File: src/rtl/pipe_hazard_ctrl.sv
// -----------------------------------------------------------------------------
// pipe_hazard_ctrl
//
// Hazard and pipeline-control unit for the 5-stage 16-bit MIPS core. Keeps a
// small scoreboard of what is in flight in EX, MEM and WB, and from it plus the
// current ID instruction produces:
//   - load-use detection (one-cycle stall of PC/IF-ID plus a bubble in ID/EX)
//   - EX operand forwarding selects and the WB->ID register-file bypass
//   - flushes of the younger pipeline registers on a taken branch
//   - a global freeze while the memory side is not ready
// Priority when several events coincide: mem_stall > branch_taken > load_use.
// Three saturating counters record load-use stall cycles, taken branches and
// memory-stall cycles.
//
// Parameters
//   REG_W        register-address width
//   BRANCH_STAGE stage that resolves branches (1=ID, 2=EX, 3=MEM); this many
//                younger pipeline registers are flushed on a taken branch
//   ZERO_REG     1: register 0 is hardwired zero and never creates a dependency
//   CNT_W        performance-counter width
//
// Ports
//   i_clk, i_rst_n             clock, synchronous active-low reset
//   i_mem_stall                memory/cache not ready, freezes the pipeline
//   i_branch_taken             taken branch resolved in BRANCH_STAGE
//   i_id_*                     ID-stage instruction: valid, sources, source-use
//                              flags, reg_write, mem_read, destination
//   o_stall_if                 hold PC and IF/ID
//   o_bubble_ex                load a NOP into ID/EX
//   o_flush_if_id/id_ex/ex_mem clear the register on the next edge
//   o_fwd_a, o_fwd_b           EX operand select: 00 regfile, 10 EX/MEM, 01 MEM/WB
//   o_id_byp_a, o_id_byp_b     WB->ID bypass for rs / rt
//   o_stall_cnt, o_flush_cnt,
//   o_miss_cnt                 saturating event counters
// -----------------------------------------------------------------------------

// Saturating up-counter: sticks at all-ones instead of wrapping.
module phc_sat_cnt #(
    parameter int CNT_W = 16
) (
    input  logic             i_clk,
    input  logic             i_rst_n,
    input  logic             i_inc,
    output logic [CNT_W-1:0] o_cnt
);
    logic [CNT_W-1:0] r_cnt;

    always_ff @(posedge i_clk) begin
        if (!i_rst_n) begin
            r_cnt <= '0;
        end else if (i_inc && (r_cnt != '1)) begin
            r_cnt <= r_cnt + 1'b1;
        end
    end

    assign o_cnt = r_cnt;
endmodule

module pipe_hazard_ctrl #(
    parameter int REG_W        = 3,
    parameter int BRANCH_STAGE = 3,
    parameter int ZERO_REG     = 1,
    parameter int CNT_W        = 16
) (
    input  logic             i_clk,
    input  logic             i_rst_n,
    input  logic             i_mem_stall,
    input  logic             i_branch_taken,
    input  logic             i_id_valid,
    input  logic [REG_W-1:0] i_id_rs,
    input  logic [REG_W-1:0] i_id_rt,
    input  logic             i_id_use_rs,
    input  logic             i_id_use_rt,
    input  logic             i_id_reg_write,
    input  logic             i_id_mem_read,
    input  logic [REG_W-1:0] i_id_dst,
    output logic             o_stall_if,
    output logic             o_bubble_ex,
    output logic             o_flush_if_id,
    output logic             o_flush_id_ex,
    output logic             o_flush_ex_mem,
    output logic [1:0]       o_fwd_a,
    output logic [1:0]       o_fwd_b,
    output logic             o_id_byp_a,
    output logic             o_id_byp_b,
    output logic [CNT_W-1:0] o_stall_cnt,
    output logic [CNT_W-1:0] o_flush_cnt,
    output logic [CNT_W-1:0] o_miss_cnt
);
    // Which younger registers a taken branch clears, by resolving stage.
    localparam bit L_FLUSH_ID_EX  = (BRANCH_STAGE >= 2);
    localparam bit L_FLUSH_EX_MEM = (BRANCH_STAGE == 3);
    localparam int L_NCNT         = 3;

    // EX keeps the full source information for forwarding; MEM/WB only need
    // enough to act as forwarding sources.
    typedef struct packed {
        logic             reg_write;
        logic             mem_read;
        logic [REG_W-1:0] dst;
        logic [REG_W-1:0] rs;
        logic [REG_W-1:0] rt;
        logic             use_rs;
        logic             use_rt;
    } ex_ent_t;

    typedef struct packed {
        logic             reg_write;
        logic [REG_W-1:0] dst;
    } wb_ent_t;

    // Valid bits of the in-flight stages as a shift register: [0]=EX, [1]=MEM, [2]=WB.
    logic [2:0] r_vld_pipe;
    ex_ent_t    r_ex;
    wb_ent_t    r_mem;
    wb_ent_t    r_wb;

    function automatic logic f_match(
        input logic             vld,
        input logic             rw,
        input logic [REG_W-1:0] dst,
        input logic [REG_W-1:0] r
    );
        return vld && rw && (dst == r) && !((ZERO_REG != 0) && (r == '0));
    endfunction

    // ---------------------------------------------------------------- hazards
    logic w_ex_hit_rs;
    logic w_ex_hit_rt;
    logic w_load_use;
    logic w_ev_miss;
    logic w_ev_br;
    logic w_ev_lu;

    assign w_ex_hit_rs = i_id_use_rs && f_match(r_vld_pipe[0], r_ex.reg_write, r_ex.dst, i_id_rs);
    assign w_ex_hit_rt = i_id_use_rt && f_match(r_vld_pipe[0], r_ex.reg_write, r_ex.dst, i_id_rt);
    assign w_load_use  = i_id_valid && r_ex.mem_read && (w_ex_hit_rs || w_ex_hit_rt);

    // Exactly one event class is active per cycle after prioritisation.
    assign w_ev_miss = i_mem_stall;
    assign w_ev_br   = !i_mem_stall && i_branch_taken;
    assign w_ev_lu   = !i_mem_stall && !i_branch_taken && w_load_use;

    // ------------------------------------------------------------- forwarding
    logic [1:0] w_fwd_a;
    logic [1:0] w_fwd_b;
    logic       w_byp_a;
    logic       w_byp_b;

    // EX/MEM result is newer than MEM/WB, so it is checked first.
    assign w_fwd_a = (r_ex.use_rs && f_match(r_vld_pipe[1], r_mem.reg_write, r_mem.dst, r_ex.rs)) ? 2'b10 :
                     f_match(r_vld_pipe[2], r_wb.reg_write, r_wb.dst, r_ex.rs)                    ? 2'b01 :
                                                                                                    2'b00;
    assign w_fwd_b = (r_ex.use_rt && f_match(r_vld_pipe[1], r_mem.reg_write, r_mem.dst, r_ex.rt)) ? 2'b10 :
                     f_match(r_vld_pipe[2], r_wb.reg_write, r_wb.dst, r_ex.rt)                    ? 2'b01 :
                                                                                                    2'b00;

    // Register file is read in ID while WB writes it in the same cycle.
    assign w_byp_a = i_id_use_rs && f_match(r_vld_pipe[2], r_wb.reg_write, r_wb.dst, i_id_rs);
    assign w_byp_b = i_id_use_rt && f_match(r_vld_pipe[2], r_wb.reg_write, r_wb.dst, i_id_rt);

    // ---------------------------------------------------------------- outputs
    // While in reset all pipeline registers are held cleared and nothing
    // forwards, so the first cycle after release sees an empty pipeline.
    always_comb begin
        o_stall_if     = 1'b0;
        o_bubble_ex    = 1'b0;
        o_flush_if_id  = 1'b0;
        o_flush_id_ex  = 1'b0;
        o_flush_ex_mem = 1'b0;
        o_fwd_a        = 2'b00;
        o_fwd_b        = 2'b00;
        o_id_byp_a     = 1'b0;
        o_id_byp_b     = 1'b0;
        if (!i_rst_n) begin
            o_flush_if_id  = 1'b1;
            o_flush_id_ex  = 1'b1;
            o_flush_ex_mem = 1'b1;
        end else begin
            o_stall_if     = w_ev_miss || w_ev_lu;
            o_bubble_ex    = w_ev_lu;
            o_flush_if_id  = w_ev_br;
            o_flush_id_ex  = w_ev_br && L_FLUSH_ID_EX;
            o_flush_ex_mem = w_ev_br && L_FLUSH_EX_MEM;
            o_fwd_a        = w_fwd_a;
            o_fwd_b        = w_fwd_b;
            o_id_byp_a     = w_byp_a;
            o_id_byp_b     = w_byp_b;
        end
    end

    // ------------------------------------------------------------- scoreboard
    // mem_stall freezes everything. Otherwise the pipe advances; a bubble or a
    // flush of ID/EX loads an all-zero (NOP) EX entry, and a flush of EX/MEM
    // drops the instruction that would have moved into MEM.
    always_ff @(posedge i_clk) begin
        if (!i_rst_n) begin
            r_vld_pipe <= '0;
            r_ex       <= '0;
            r_mem      <= '0;
            r_wb       <= '0;
        end else if (!i_mem_stall) begin
            r_wb          <= r_mem;
            r_vld_pipe[2] <= r_vld_pipe[1];
            r_mem         <= '{reg_write: r_ex.reg_write, dst: r_ex.dst};
            r_vld_pipe[1] <= r_vld_pipe[0] && !(w_ev_br && L_FLUSH_EX_MEM);
            if (w_ev_lu || (w_ev_br && L_FLUSH_ID_EX)) begin
                r_ex          <= '0;
                r_vld_pipe[0] <= 1'b0;
            end else begin
                r_ex <= '{reg_write: i_id_reg_write,
                          mem_read:  i_id_mem_read,
                          dst:       i_id_dst,
                          rs:        i_id_rs,
                          rt:        i_id_rt,
                          use_rs:    i_id_use_rs,
                          use_rt:    i_id_use_rt};
                r_vld_pipe[0] <= i_id_valid;
            end
        end
    end

    // --------------------------------------------------------------- counters
    // Index 0: load-use stall cycles, 1: taken branches, 2: mem_stall cycles.
    logic [L_NCNT-1:0]            w_cnt_inc;
    logic [L_NCNT-1:0][CNT_W-1:0] w_cnt;

    assign w_cnt_inc = {w_ev_miss, w_ev_br, w_ev_lu};

    for (genvar g = 0; g < L_NCNT; g++) begin : g_cnt
        phc_sat_cnt #(.CNT_W(CNT_W)) u_cnt (
            .i_clk   (i_clk),
            .i_rst_n (i_rst_n),
            .i_inc   (w_cnt_inc[g]),
            .o_cnt   (w_cnt[g])
        );
    end

    assign o_stall_cnt = w_cnt[0];
    assign o_flush_cnt = w_cnt[1];
    assign o_miss_cnt  = w_cnt[2];
endmodule

File: config.mk
export PLATFORM = sky130hd
export DESIGN_NAME = pipe_hazard_ctrl
export DESIGN_NICKNAME = d
export VERILOG_FILES = /design/src/rtl/pipe_hazard_ctrl.sv
export SDC_FILE = /design/constraint.sdc
export NUM_CORES = 1
export LEC_CHECK = 0
export ABC_AREA = 1
export BUFFER_PORTS_ARGS = -buffer_cell sky130_fd_sc_hd__buf_2
export CAP_MARGIN = 10
export CELL_PAD_IN_SITES_DETAIL_PLACEMENT = 1
export CELL_PAD_IN_SITES_GLOBAL_PLACEMENT = 1
export CORE_UTILIZATION = 42
export DETAILED_ROUTE_END_ITERATION = 7
export PLACE_DENSITY = 0.84
export SYNTH_ARGS = -nofsm -noshare
export SYNTH_HDL_FRONTEND = slang
export SYNTH_SLANG_ARGS = --single-unit
File: constraint.sdc
create_clock -name i_clk -period 2.9 [get_ports i_clk]
set_clock_uncertainty 0.15 [all_clocks]
set_input_delay 0 -clock i_clk [delete_from_list [all_inputs] [get_ports i_clk]]
set_output_delay 0 -clock i_clk [all_outputs]
set_load 0.01 [all_outputs]
==> run metrics, run 1 <==
CP max FO=14; Post-Synth XOR/XNOR Area=0.0319; asr flop ratio synth=0; final setup fails=0; gpl congestion=0.846; Antenna Diode Count=0; Seq pwr share=0.484; setup bufs post-CTS=0; Hold Vio Cnt, Final=0; Yosys top cell area share=0.375; initial antenna violation count=0; Net Count, Synth=588; internal power=roughly 1.6 mW; nets=roughly 680; drt first pass iters=6; first-pass GRT wire length=around 19 mm; post-cts repair resize count=0; Setup crit start kind=input pin; combinational family with the most area after synthesis=simple AND/OR/NAND/NOR gates; Die Span X=roughly 98 um; Core ar.=~9000 sq um; most frequent cell after synthesis=nand2_1; synth cell count leaders=119 x nand2_1, 72 x dfxtp_1, 69 x inv_1, 66 x nor2_1, 43 x a21oi_1; switch share=0.255; Slew Viols, Final=0; Mapped Avg Cell Area=about 6.8 sq um; Required @ worst endpoint=about 3.0 ns; CTS clock-pin slew for the worst setup and hold paths=0.09 ns; Routed Antenna Nets=0; unrepaired setup endpoints after global routing=false; yosys synthesis warning count=0; Clk network pwr share=0.431; Least-Margin Pin Slew=0.638 ns; Power Dens Cells=around 450 nW/um^2; CP Class=input pin to flip-flop; Final Worst Setup Slack=approximately 0.43 ns; layout cells sized above 1=0.183; IO buf count=76; simple logic cell fraction of the synthesized area=0.335; Layout Utilization=0.532; worst hold-check path type=input pin to flip-flop; TritonCTS buffer count=9; Iter 0 DRT Violations=approximately 140; TritonCTS Sinks=72; Post-CTS Hold Buffers=20; Post-synth EDFFs=0; library cells used by synthesis=39; leakage power=roughly 1.9 nW; DIE AREA=9540 sq um; Avg Vias per Cell=~5.4; row count=34; crit path DAT=approximately 2.6 ns; latest clock arrival within the worst-skew pair=between 0.3 and 0.4 ns; Seq/Total Area, Yosys=0.375; Mapped Area=roughly 3800 sq um; Cells after Synth=approximately 570; failing checks=DRC; fmax=about 0.4 GHz; Peak VDD IR=~240 uV; via count=between 4,000 and 5,000; total congestion overflow=0; maxcap violations=0; Total Routing Usage GR=0.250; dpl ws=between 0.7 and 0.8 ns; multiplexer share of the synthesized area=0; largest net degree at the start of global routing=35; P&R area growth vs syn=22.0%; cell taking the most area after synthesis=dfxtp_1; Initial Util=0.436; setup tns final=0 ns; Final Power=approximately 2.1 mW; fin crit share=0.852; Logic pwr share=0.085; clock buffer depth=2; FF+latch count, synth=between 70 and 80; Wirelength per Cell=15.2 um; Rel. slew slack=0.572; synth top area cells=dfxtp_1 38%, nand2_1 12%, inv_1 6.7%; outcome=finished, violations left; IO Pins=77; Psw=542 uW; CP endpoint kind=flip-flop; # DRC=16; Final Critical Period=2.47 ns; CTS root buffer=clkbuf_8; DP Wirelength=approximately 8.3 mm; Hold WS=roughly 0.038 ns; TritonCTS clock tree=built; Post-Route WL=11.7 mm; vias in the first global route=about 4,200; Synth Area in Adders=0.00977; Die H=a little under 100 um; H-tree depth=3; main flop type after synthesis=dfxtp_1; post-synthesis compound-gate area fraction=0.149
worst paths after layout:
kind	from	endpoint	slack (ns)	cells past startpoint
worst max-delay path	i_id_rs[0]	r_ex[1]$_SDFFE_PN0N_	0.43	10
worst min-delay path	i_rst_n	g_cnt[1].u_cnt.o_cnt[4]$_SDFFE_PN0P_	0.04	3
worst min register to register	g_cnt[1].u_cnt.o_cnt[4]$_SDFFE_PN0P_	g_cnt[1].u_cnt.o_cnt[4]$_SDFFE_PN0P_	0.33	2
worst max register to register	r_ex[8]$_SDFFE_PN0N_	r_ex[1]$_SDFFE_PN0N_	0.47	10
layer usage:
metal / track usage / routed length [um]
met4: 0.0606 / 116
met2: 0.454 / 5820
met5: 0 / 0
met1: 0.305 / 5300
met3: 0.0432 / 421
area by class of cell:
cell class | instances | area (sq um)
Fill cell | 1203 | 4120
Multi-Input combinational cell | 401 | 2020
Sequential cell | 72 | 1440
Timing Repair Buffer | 97 | 588
Inverter | 75 | 282
Clock buffer | 11 | 141
Tap cell | 108 | 135
Clock inverter | 5 | 80.1
worst max-delay path, stage by stage:
cell and delay, ns:
dlygate4sd3_1 0.55, buf_2 0.17, nor3_1 0.27, nor2_1 0.09
nand2_1 0.09, nand2_2 0.07, nand2_2 0.14, nand2_1 0.37
o21ai_0 0.29, dlygate4sd3_1 0.57
through the flow:
stage,cells,area [sq um]
floorplan,567,3840
global placement,733,4270
detailed placement,733,4270
CTS,769,4690
global route,769,4690
finish,769,4690
power by group through the flow:
stage,combinational (mW),sequential [mW],clock (mW)
finish,0.182,1.03,0.916
floorplan,0.107,1.05,0
global placement,0.153,1.05,0
global route,0.201,1.03,0.981
CTS,0.180,1.03,0.932
detailed placement,0.159,1.05,0
kinds of logic (layout without fill, tap and decap cells):
family,Yosys count,count (layout)
adder cells (fa/ha/maj),3,3
XOR/XNOR,14,14
buffers and inverters,94,188
AO/OA/AOI/OAI,106,106
flip-flops,72,72
AND/OR/NAND/NOR,278,278
registers in the layout, summed over array words and instances, names as in the netlist:
signal and cells:
g_cnt.u_cnt.o_cnt 48, r_ex 13, r_mem 4, r_wb 4
r_vld_pipe 3
cells in the final DEF (no fill, tap or decap), drive strengths merged, types with 3 or more instances in the layout:
cell type    synthesis  layout
nor3b                5       5
xnor2                8       8
a21oi               44      44
nand3               34      34
nor3                23      23
nand4               12      12
o21ai               41      41
dfxtp               72      72
nor2                73      73
nand2              124     124
clkbuf               7      11
nor4                 4       4
buf                 12      77
inv                 74      74
xor2                 6       6
o22ai               15      15
dlygate4sd3          0      20
ha                   3       3
(Power assumes the default switching activity.)
==> run 2: changes to the inputs <==
- CORE_UTILIZATION: 42 -> 39
- PLACE_DENSITY: 0.84 -> 0.79
- clock period: 2.9 -> 2.7 ns (I/O delays scaled with it)
==> run metrics, run 2 (synthesis results as in run 1) <==
nets=683 (+0.89%); Routed Antenna Nets=0 (unchanged); worst hold-check path type=input pin to flip-flop; gpl congestion=0.870 (+2.8%); Placed Instances=755 (+3.0%); CP max FO=18 (+4); Final Critical Period=between 2 and 2.5 ns; IO buf count=76 (unchanged); DIE AREA=10,300 sq um (+7.5%); TritonCTS clock tree=built; Power Dens Cells=481 nW/um^2 (+6.1%); Core ar.=9370 sq um (+6.4%); P&R area growth vs syn=24.5%; Layout Cells excl Fill=796 (+3.5%); Avg Vias per Cell=5.14 (-4.4%); Setup crit start kind=input pin; Worst path slowest cell=dlygate4sd3_1; leakage power=1.95 nW (+1.4%); TritonCTS buffer count=9 (unchanged); via count=4,089 (-1.0%); commonest non-fill, non-tap cell in the layout=nand2_1; commonest non-fill, non-tap cells in the layout=119 x nand2_1, 76 x buf_2, 72 x dfxtp_1; drt first pass iters=4 (-2); initial antenna violation count=0 (unchanged); Worst Hold Path Cells=4 (+1); latest clock arrival within the worst-skew pair=0.36 ns (about the same); CTS root buffer=clkbuf_8; IO Pins=77 (unchanged); Die H=101 um (+3.7%); first-pass GRT wire length=19.2 mm (-1.1%); worst path cell trace=dlygate4sd3_1 > buf_2 > nor2_2 > nand2_1 > nor2_2 > nand2_2 > nand2_1 > o21ai_0 > dlygate4sd3_1; Hold Vio Cnt, Final=0 (unchanged); max reg flops=48 (unchanged); total congestion overflow=0 (unchanged); crit path DAT=2.58 ns (-0.04 ns); CP Class=input pin to flip-flop; maxcap violations=0 (unchanged); Worst Setup SP=i_mem_stall; Wirelength per Cell=14.9 um (-2.1%); Antenna Diode Count=0 (unchanged); row count=35 (+2.9%); clock buffer depth=2 (unchanged); # DRC=0 (-16); fmax=0.402 GHz; crit-path max cell delay=0.59 ns (+0.02 ns); Post-Route WL=11.8 mm (+1.4%); fin crit share=0.921; DP Wirelength=8.35 mm (+0.71%); Crit Reg-Reg Startpoint=r_ex[9]$_SDFFE_PN0N_; dpl ws=0.489 ns (-0.247 ns); TritonCTS Sinks=72 (unchanged); Initial Util=0.410 (-0.0263); layout cells sized above 1=0.183 (about the same); Least-Margin Pin Slew=0.604 ns (-0.0345 ns); largest net degree at the start of global routing=35 (unchanged); fill count=1,294 (+7.6%); final setup fails=0 (unchanged); Critical R2R Capture=r_ex[12]$_SDFFE_PN0N_; setup tns final=0 ns (unchanged); outcome=completed; CP endpoint kind=flip-flop; Final Power=2.30 mW (+8.3%); Die Span X=101 um (+3.7%); setup bufs post-CTS=0 (unchanged); CTS clock-pin slew for the worst setup and hold paths=0.08 ns (about the same); FF/Latch Area=1440 sq um (unchanged); R2R cell count=9 (-1); Peak VDD IR=224 uV (-4.8%); Rel. slew slack=0.595 (+0.0231); Hold WS=0.308 ns (+0.270 ns); Iter 0 DRT Violations=131 (-5.1%); Worst Setup EP=r_ex[12]$_SDFFE_PN0N_; r2r setup slk=0.22 ns (-0.25 ns); H-tree depth=3 (unchanged); Total Routing Usage GR=0.241 (-0.00940); vias in the first global route=4,174 (-0.22%); Required @ worst endpoint=2.79 ns (-0.25 ns); unrepaired setup endpoints after global routing=false; Final Worst Setup Slack=0.212 ns (-0.216 ns); Slew Viols, Final=0 (unchanged); multi-input logic area=2020 sq um (unchanged)
-- run 2: cell types whose count changed in the layout (fill, tap and decap cells not counted), sizes merged --
cell,change
buf,+1
clkbuf,+1
clkinvlp,-1
dlygate4sd3,+5
-- run 2: how the worst min path moves through the flow --
| stage | start | endpoint | slack [ns] |
|---|---|---|---|
| final | i_id_dst[1] | r_ex[9]$_SDFFE_PN0N_ | 0.31 |
| after CTS | i_id_dst[1] | r_ex[9]$_SDFFE_PN0N_ | 0.30 |
| after global placement | i_id_dst[2] | r_ex[10]$_SDFFE_PN0N_ | 0.12 |
| after global routing | i_id_dst[2] | r_ex[10]$_SDFFE_PN0N_ | 0.32 |
| after floorplan | i_id_use_rs | o_id_byp_a | -0.03 |
| after detailed placement | i_id_dst[2] | r_ex[10]$_SDFFE_PN0N_ | 0.13 |
-- run 2: worst max-delay path, delay by kind of cell --
family,cells,cell delay (ns)
and+or+nand+nor,5,1.01
AOI/OAI and AO/OA,1,0.17
buffers and inverters,3,1.38
-- run 2: metrics by stage --
stage | util | instance area (sq um)
after floorplan | - | 3840
after global placement | 0.459 | 4300
after detailed placement | 0.459 | 4300
after CTS | 0.510 | 4780
after global routing | 0.510 | 4780
final | 0.510 | 4780
-- run 2: what timing repair did --
item	in CTS	in global routing
setup endpoints to repair	0	0
hold buffers	25	0
resized for setup	0	0
endpoints found under the hold margin	27	0
-- run 2: cell type report --
cell class                 instances  share of cell area
sequential                        72               0.301
clock buffer                      12              0.0324
tap                              129              0.0338
clock inverter                     4              0.0160
multi-input combinational        401               0.423
inverter                          75              0.0589
timing repair buffer             103               0.135
-- run 2: power by group --
group	internal [mW]	leakage (nW)	switching, mW
combinational	0.0799	1.26	0.121
sequential	1.08	0.584	0.0238
clock	0.573	0.113	0.422
-- run 2: routing by layer --
metal / part of all wire / track usage / up-vias
met5: 0 / 0 / -
met4: 0.017 / 0.0992 / 0
met3: 0.029 / 0.0393 / 16
met2: 0.51 / 0.435 / 73
met1: 0.45 / 0.282 / 1954
li1: - / - / 2046
